===== config.mk =====
export PLATFORM = sky130hd
export DESIGN_NAME = mult_control_path
export DESIGN_NICKNAME = d
export VERILOG_FILES = /design/src/rtl/mult_control_path.sv
export SDC_FILE = /design/constraint.sdc
export NUM_CORES = 1
export LEC_CHECK = 0
export ABC_AREA = 1
export CORE_MARGIN = 8
export CORE_UTILIZATION = 35
export DETAILED_ROUTE_END_ITERATION = 10
export HOLD_SLACK_MARGIN = 0.08
export SYNTH_ARGS = -nofsm -noshare
export SYNTH_HDL_FRONTEND = slang
export SYNTH_SLANG_ARGS = --single-unit

===== constraint.sdc =====
create_clock -name clk -period 2 [get_ports clk]
set_input_delay 0.3 -clock clk [delete_from_list [all_inputs] [get_ports clk]]
set_output_delay 0.3 -clock clk [all_outputs]
set_load 0.005 [all_outputs]

===== src/rtl/mult_control_path.sv =====
// Sequencer for the repeated-addition multiplier: loads A and B off a shared bus,
// accumulates P += A while counting B down, with a watchdog on the iteration count.
module mult_control_path #(
  parameter int CNT_W    = 16,
  parameter int MAX_ITER = 32767
) (
  input  logic clk,
  input  logic rst,
  input  logic start,
  input  logic abort,
  input  logic eqz,
  output logic ld_a,
  output logic ld_b,
  output logic clr_p,
  output logic ld_p,
  output logic dec_b,
  output logic busy,
  output logic done,
  output logic err
);

  typedef enum logic [2:0] {
    S_IDLE   = 3'd0,
    S_LOAD_A = 3'd1,
    S_LOAD_B = 3'd2,
    S_ADD    = 3'd3,
    S_DONE   = 3'd4
  } state_e;

  localparam logic [CNT_W-1:0] MAX_CNT = CNT_W'(MAX_ITER);

  state_e           state_q, state_d;
  logic [CNT_W-1:0] cnt_q, cnt_d;
  logic             err_q, err_d;

  // State, iteration counter and sticky fault flag registers
  always_ff @(posedge clk or negedge rst) begin
    if (!rst) begin
      state_q <= S_IDLE;
      cnt_q   <= '0;
      err_q   <= 1'b0;
    end else begin
      state_q <= state_d;
      cnt_q   <= cnt_d;
      err_q   <= err_d;
    end
  end

  // Next-state and strobe decode; abort overrides every transition and strobe
  always_comb begin
    state_d = state_q;
    cnt_d   = cnt_q;
    err_d   = err_q;
    ld_a    = 1'b0;
    ld_b    = 1'b0;
    clr_p   = 1'b0;
    ld_p    = 1'b0;
    dec_b   = 1'b0;
    done    = 1'b0;
    if (abort) begin
      state_d = S_IDLE;
      cnt_d   = '0;
    end else begin
      case (state_q)
        S_IDLE: begin
          if (start) begin
            state_d = S_LOAD_A;
            cnt_d   = '0;
            err_d   = 1'b0;
          end else begin
            state_d = S_IDLE;
          end
        end
        S_LOAD_A: begin
          ld_a    = 1'b1;
          state_d = S_LOAD_B;
        end
        S_LOAD_B: begin
          ld_b    = 1'b1;
          clr_p   = 1'b1;
          state_d = S_ADD;
        end
        S_ADD: begin
          if (eqz) begin
            state_d = S_DONE;
          end else if (cnt_q == MAX_CNT) begin
            // eqz never arrived within the budget: give up and flag the datapath
            err_d   = 1'b1;
            state_d = S_DONE;
          end else begin
            ld_p  = 1'b1;
            dec_b = 1'b1;
            cnt_d = cnt_q + {{(CNT_W-1){1'b0}}, 1'b1};
          end
        end
        S_DONE: begin
          done    = 1'b1;
          state_d = S_IDLE;
        end
        default: begin
          state_d = S_IDLE;
        end
      endcase
    end
  end

  assign busy = (state_q != S_IDLE);
  assign err  = err_q;

endmodule


==> reports/metrics.cfg, run 1 <==
[pwr]
p_sw_share_pct = 27.6
finalPower_mw = 0.884
p_per_area_mw_per_mm2 = 558
power_frac_seq_pct = 47.3
ir_worst_vdd_uv = 332
clkPwrFrac_pct = 36.4
pwr-share-comb_pct = 16.3
switching_power_mw = 0.244
leakagePower_nw = 0.696
p_int_mw = 0.640

[critical_path]
worstPathArrival_ns = 1.58
cp-end-kind = output pin
worstSetupPathType = reg2out
worstPathMaxFanout = 3
required_ns = 1.70
cpPeakStageDelay_ns = 0.41
crit_chain = ha_2, nand2_2, nor2_4, nand2_2, nor2_4, nor3_2, dlygate4sd2_1
cp_top_family = simple AND/OR/NAND/NOR gates
crit_slowest_cell = dfrtp_1
crit_buf_inv = 1
startpoint_type = flop

[route]
wl_met2_um = 1110
drc = 0
drt_iter0_drc = 79
wl_per_cell_um = 11.4
top_layer = met4
wl_met3_um = 156
wl_met1_um = 1560
detail_route.first_pass.iterations = 4
num_vias = 1195
vias_per_cell = 4.72
postRouteAntennaNets = 0
wl_um = 2890

[clocking]
h-tree-depth = 1
cts_tree = built
clk_path_buf_depth = 2
post_cts.repair.setup_buffers = 0
clkSinkCount = 20
numCtsBuffers = 3
clk_latency_ns = 0.26
clockRootBuffer = clkbuf_8
cts.clk_slew.worst_paths_ns = 0.08

[synthesis]
avgSynthCellArea_um2 = 7.09
synth_area_mm2 = 0.00133
syn_nets = 193
ys_types = 29
synth_seq_cells = 20
ys_seq_area_share_pct = 37.7
synth_warnings = 0
synthCells = 187

[sta]
hold_slack_ns = 0.379
timing.final.crit_share_pct = 94.0
hold_viol_final = 0
fmax_mhz = 532
setup_viol = 0
fin_skew_ns = 0.00421
rsz0062_at_grt = no
maxSlewHeadroom_pct = 76.1
tightestPinTransition_ns = 0.359
slew_violations = 0
layout_setup_ws_ns = 0.120
finalSetupTns_ns = 0
fin_crit_ns = 1.88

[placed_design]
dpl_cell_area_mm2 = 0.00152
hpwl_um = 2100
port-buffer-count = 12
pre_cts_slack_ns = -0.00118
numPlacedInstances = 249
place.gp.congestion = 0.838

[floorplanning]
fp.dieH_um = 77.6
initial_core_util_pct = 36.2
dieArea_mm2 = 0.00601
coreArea_mm2 = 0.00366
die_w_um = 77.6
io_pins = 13
core.rowCount = 22

[grt]
grt_util_all_layers_pct = 10.3
grt_max_degree = 33
overflow = 0
antenna_found_initial = 0
grt_pass1_vias = 1102
grt_pass1_wl_um = 5120

[cells_and_area]
fin_util_pct = 43.2
antenna_cells = 0
finalNonFillerCells = 253
mostFrequentLayoutCells = nand2_1, nand3_1, nor2_1
drive_above_1_share_pct = 16.6
area_growth_pct = 19.3
layout_commonest_cell = nand2_1
fin_area_mm2 = 0.00158
nets = 212
fill_cells = 387

[job]
cap_violations = 0

[outcome]
run_status = complete, no violations

[hold_path]
hold_class = in2async

sequential cells by signal (all words and copies together) (netlist names):
register and flops:
state_q 3, cnt_q 16, err 1
final timing paths:
kind	slack, ns	start	to	depth (start not counted)
setup / recovery	0.12	cnt_q[1]	dec_b	7
hold reg to reg	0.49	err	err	2
setup reg to reg	0.24	cnt_q[1]	cnt_q[9]	9
hold / removal	0.38	rst	cnt_q[3]	2
max in group asynchronous	1.41	rst	cnt_q[12]	2
min in group clk	0.49	err	err	2
area by class of cell:
class                           count  area, um^2  share of cell area [%]
Timing Repair Buffer               21         184                    11.6
Sequential cell                    20         500                    31.6
Clock buffer                        4        55.1                    3.48
Inverter                           19        71.3                    4.51
Tap cell                           48        60.1                    3.79
Multi-Input combinational cell    141         712                    45.0
repair_timing:
| action | 4_1_cts | 5_1_grt |
|---|---|---|
| hold buffers | 0 | 0 |
| endpoints found under the setup margin | 3 | 15 |
| resized for setup | 3 | 5 |
power groups by stage:
stage / sequential [mW] / combinational (mW) / clock (mW)
global route: 0.419 / 0.162 / 0.347
CTS: 0.418 / 0.146 / 0.334
global placement: 0.427 / 0.146 / 0
floorplan: 0.425 / 0.109 / 0
detailed placement: 0.426 / 0.145 / 0
finish: 0.418 / 0.144 / 0.321
synthesized netlist by cell type:
library cell | count | area [um^2]
buf_2 | 1 | 5.00
nor2_2 | 2 | 12.5
nor3_1 | 2 | 10.0
a21o_1 | 1 | 7.51
buf_6 | 3 | 33.8
o22ai_1 | 1 | 6.26
buf_4 | 2 | 15.0
nor2_1 | 24 | 90.1
nor3_2 | 1 | 10.0
nor4_1 | 1 | 6.26
nand2_2 | 2 | 12.5
nand3_1 | 23 | 115
a21oi_1 | 1 | 5.00
dfrtp_1 | 20 | 500
o21ai_2 | 2 | 17.5
nand3_2 | 3 | 30.0
o211ai_1 | 2 | 15.0
nor2_4 | 1 | 11.3
ha_1 | 1 | 12.5
nand4_1 | 2 | 12.5
nand2_1 | 47 | 176
or2_2 | 3 | 18.8
inv_2 | 2 | 7.51
inv_1 | 17 | 63.8
nand3_4 | 1 | 17.5
o21ai_0 | 8 | 40.0
o21ai_1 | 11 | 55.1
clkbuf_1 | 1 | 3.75
o21bai_1 | 2 | 15.0
logic make-up after synthesis:
| logic type | synth area share (%) |
|---|---|
| adder cells (fa/ha/maj) | 0.943 |
| AND/OR/NAND/NOR | 39.4 |
| AO/OA/AOI/OAI | 12.2 |
| buffers and inverters | 9.72 |
| flip-flops | 37.7 |
per-layer routing:
layer	track usage [%]	up-vias
met2	14.4	18
met5	0	-
li1	-	643
met4	5.09	0
met1	13.8	529
met3	3.11	5
Note: power is estimated with default switching activity, not from simulation.
==> run 2, diff against run 1 <==
--- a/config.mk
+++ b/config.mk
@@ -7,9 +7,11 @@
 export LEC_CHECK = 0
 export ABC_AREA = 1
 export CORE_MARGIN = 8
-export CORE_UTILIZATION = 35
+export CORE_UTILIZATION = 55
 export DETAILED_ROUTE_END_ITERATION = 10
 export HOLD_SLACK_MARGIN = 0.08
+export PLACE_DENSITY = 0.77
+export SKIP_CTS_REPAIR_TIMING = 1
 export SYNTH_ARGS = -nofsm -noshare
 export SYNTH_HDL_FRONTEND = slang
 export SYNTH_SLANG_ARGS = --single-unit
==> run 2 against run 1 <==
Effect of this change: worst hold slack worse by 0.079 ns; sequential share of layout area up 0.11 points; power up 3.2%; clock skew up 0.0023 ns; via count up 4.6%; largest cell class unchanged.
==> reports/metrics.cfg, run 2 (synthesis gave the netlist of run 1 again) <==
[placed_design]
pre_cts_slack_ns = -0.0274
numPlacedInstances = 228
place.gp.congestion = 0.888
port-buffer-count = 12
hpwl_um = 2090
dpl_cell_area_mm2 = 0.00148

[critical_path]
r2r_start = cnt_q[1]
worstPathMaxFanout = 5
cp-end-kind = output pin
timing.rr.end = cnt_q[13]
startpoint_type = flop
r2r_cells = 10
worstPathArrival_ns = 1.63
worstSetupPathType = reg2out
required_ns = 1.70
crit_start = state_q[1]
reg2reg_setup_slack_ns = 0.20

[cells_and_area]
largest_reg_flops = 16
finalNonFillerCells = 235
fin_util_pct = 70.3
area_growth_pct = 19.5
mostFrequentLayoutCells = nand2_1, nor2_1, nand3_1
drive_above_1_share_pct = 17.9
fin_area_mm2 = 0.00159
nets = 214
layout_commonest_cell = nand2_1
top_register = cnt_q
antenna_cells = 0

[clocking]
clkSinkCount = 20
cts_tree = built
clk_latency_ns = 0.31
h-tree-depth = 1
clk_path_buf_depth = 2
cts.clk_slew.worst_paths_ns = 0.12
clockRootBuffer = clkbuf_4
numCtsBuffers = 3

[route]
vias_per_cell = 5.32
postRouteAntennaNets = 0
drc = 0
wl_per_cell_um = 12.5
wl_um = 2930
drt_iter0_drc = 59
detail_route.first_pass.iterations = 4
num_vias = 1250

[sta]
maxSlewHeadroom_pct = 77.6
slew_violations = 0
hold_slack_ns = 0.300
fmax_mhz = 518
finalSetupTns_ns = 0
layout_setup_ws_ns = 0.0682
tightestPinTransition_ns = 0.336
fin_skew_ns = 0.00654
fin_crit_ns = 1.93
setup_viol = 0
timing.final.crit_share_pct = 96.6
hold_viol_final = 0

[grt]
antenna_found_initial = 0
grt_pass1_wl_um = 5040
grt_pass1_vias = 1136
grt_max_degree = 33
grt_util_all_layers_pct = 14.8
overflow = 0

[floorplanning]
initial_core_util_pct = 58.8
core.rowCount = 17
io_pins = 13
coreArea_mm2 = 0.00225
fp.dieH_um = 65.1
dieArea_mm2 = 0.00424
die_w_um = 65.1

[pwr]
finalPower_mw = 0.912
p_per_area_mw_per_mm2 = 575
leakagePower_nw = 0.764
ir_worst_vdd_uv = 525

[job]
cap_violations = 0

[outcome]
run_status = complete, no violations

[hold_path]
hold_class = in2async

[run 2: cell count changes in the layout (fill, tap and decap cells not counted), moves of 3 or more]
cell / previous run / this run
dlymetal6s2s_1: 0 / 4
clkbuf_8: 4 / 0
clkbuf_4: 0 / 3
dlygate4sd2_1: 3 / 0
[run 2: metal layers]
layer / share of wire (%) / wire [um] / GRT usage, %
met4: 1.8 / 53 / 7.36
met5: 0 / 0 / 0
met2: 47 / 1380 / 24.0
met3: 6.5 / 190 / 2.88
met1: 45 / 1310 / 18.5
[run 2: worst max-delay path by stage]
stage,end,depth (start not counted)
floorplan,ld_p,7
global placement,done,4
detailed placement,ld_p,5
CTS,dec_b,7
global route,ld_b,4
finish,ld_a,4
[run 2: worst max-delay path, cell delays in order (launching register included)]
cell and delay [ns]:
dfrtp_2 0.46, inv_1 0.09, nand3_1 0.08, nor2_1 0.14
clkdlybuf4s50_1 0.54
[run 2: where the power goes]
part / internal [mW] / switching [mW] / total (mW)
clock: 0.203 / 0.136 / 0.339
sequential: 0.412 / 0.00818 / 0.420
combinational: 0.0599 / 0.0926 / 0.153
[run 2: cell type report]
type | instances | area (um^2)
well taps | 28 | 35.0
multi-input cells | 141 | 711
clock buffers | 3 | 22.5
inverters | 19 | 71.3
repair buffers | 23 | 213
clock inverters | 1 | 30.0
flip-flops and latches | 20 | 503
fillers | 175 | 669
==> run 3, diff against run 2 <==
--- a/config.mk
+++ b/config.mk
@@ -6,11 +6,12 @@
 export NUM_CORES = 1
 export LEC_CHECK = 0
 export ABC_AREA = 1
+export CAP_MARGIN = 10
 export CORE_MARGIN = 8
-export CORE_UTILIZATION = 55
+export CORE_UTILIZATION = 56
 export DETAILED_ROUTE_END_ITERATION = 10
 export HOLD_SLACK_MARGIN = 0.08
-export PLACE_DENSITY = 0.77
+export PLACE_DENSITY_LB_ADDON = 0.2
 export SKIP_CTS_REPAIR_TIMING = 1
 export SYNTH_ARGS = -nofsm -noshare
 export SYNTH_HDL_FRONTEND = slang
==> run 3 against run 2 <==
Effect of this change: core utilization is 0.28 points higher; count of clock-buffer cells in the layout stayed put; power is 0.54% lower; critical path type unchanged; largest cell class unchanged; highest routed layer unchanged.
==> reports/metrics.cfg, run 3 (synthesis gave the netlist of run 1 again) <==
[outcome]
run_status = complete, no violations

[pwr]
finalPower_mw = 0.907
p_int_mw = 0.672
power_frac_seq_pct = 46.2
ir_worst_vdd_uv = 573
pwr-share-comb_pct = 16.4
clkPwrFrac_pct = 37.4
p_per_area_mw_per_mm2 = 575
p_sw_share_pct = 25.9
switching_power_mw = 0.235
leakagePower_nw = 0.742

[critical_path]
worstPathMaxFanout = 4
worstPathArrival_ns = 1.60
required_ns = 1.70
reg2reg_setup_slack_ns = 0.21
timing.rr.end = cnt_q[1]
cp-end-kind = output pin
r2r_start = cnt_q[1]
r2r_cells = 10
startpoint_type = flop
worstSetupPathType = reg2out

[job]
cap_violations = 0

[route]
num_vias = 1233
drt_iter0_drc = 68
wl_um = 2810
detail_route.first_pass.iterations = 4
wl_per_cell_um = 12.0
postRouteAntennaNets = 0
vias_per_cell = 5.27
drc = 0

[hold_path]
hold_class = in2async

[floorplanning]
die_w_um = 64.7
fp.dieH_um = 64.7
coreArea_mm2 = 0.00223
io_pins = 13
core.rowCount = 17
dieArea_mm2 = 0.00418
initial_core_util_pct = 59.4

[grt]
overflow = 0
grt_pass1_wl_um = 5080
grt_max_degree = 33
grt_util_all_layers_pct = 14.7
antenna_found_initial = 0
grt_pass1_vias = 1171

[cells_and_area]
fin_area_mm2 = 0.00158
top_register = cnt_q
area_growth_pct = 18.9
antenna_cells = 0
drive_above_1_share_pct = 18.0
finalNonFillerCells = 234
fin_util_pct = 70.6
largest_reg_flops = 16
mostFrequentLayoutCells = nand2_1, nand3_1, nor2_1
layout_commonest_cell = nand2_1
nets = 213
fill_cells = 178

[clocking]
clk_latency_ns = 0.32
clkSinkCount = 20
clk_path_buf_depth = 2
cts_tree = built
h-tree-depth = 1
numCtsBuffers = 3
cts.clk_slew.worst_paths_ns = 0.13
clockRootBuffer = clkbuf_4

[sta]
setup_viol = 0
maxSlewHeadroom_pct = 74.8
layout_setup_ws_ns = 0.102
finalSetupTns_ns = 0
fin_skew_ns = 0.0135
timing.final.crit_share_pct = 94.9
fmax_mhz = 527
tightestPinTransition_ns = 0.377
slew_violations = 0
hold_viol_final = 0
fin_crit_ns = 1.90
hold_slack_ns = 0.313

[placed_design]
dpl_cell_area_mm2 = 0.00148
place.gp.congestion = 0.929
hpwl_um = 2090
numPlacedInstances = 228
pre_cts_slack_ns = -0.129
port-buffer-count = 12

run 3: cell count changes in the layout (fill, tap and decap cells not counted), sizes merged:
cell	before	now
dlymetal6s2s	4	3
buf	11	10
clkdlybuf4s50	8	9
run 3: worst max-delay path by stage:
stage	start	end	cells past startpoint
finish	state_q[0]	ld_b	4
CTS	cnt_q[0]	dec_b	7
floorplan	cnt_q[0]	ld_p	7
global route	cnt_q[1]	cnt_q[1]	10
detailed placement	abort	done	4
global placement	abort	done	4
run 3: worst max-delay path, stage by stage, from the launching register on:
cell and delay (ns):
dfrtp_1 0.45, inv_2 0.09, nand3_1 0.09, nor2_2 0.12
clkdlybuf4s50_1 0.52
run 3: power by group through the flow:
stage                     registers [mW]  logic [mW]  clock network, mW
after global routing               0.420       0.168              0.356
after detailed placement           0.427       0.142                  0
after global placement             0.426       0.138                  0
after CTS                          0.419       0.142              0.343
final                              0.419       0.149              0.339
after floorplan                    0.425       0.109                  0
run 3: layout make-up:
class / instances / area (um^2) / area share (%)
Inverter: 19 / 71.3 / 4.52
Sequential cell: 20 / 502 / 31.8
Clock buffer: 3 / 22.5 / 1.43
Multi-Input combinational cell: 141 / 713 / 45.2
Clock inverter: 1 / 30.0 / 1.90
Timing Repair Buffer: 22 / 203 / 12.9
Tap cell: 28 / 35.0 / 2.22
run 3: per-layer routing:
metal	wire length, um	GRT usage (%)	vias to the layer above
li1	-	-	647
met1	1290	17.9	555
met2	1340	24.0	26
met3	143	3.44	5
met4	39	6.81	0
met5	0	0	-
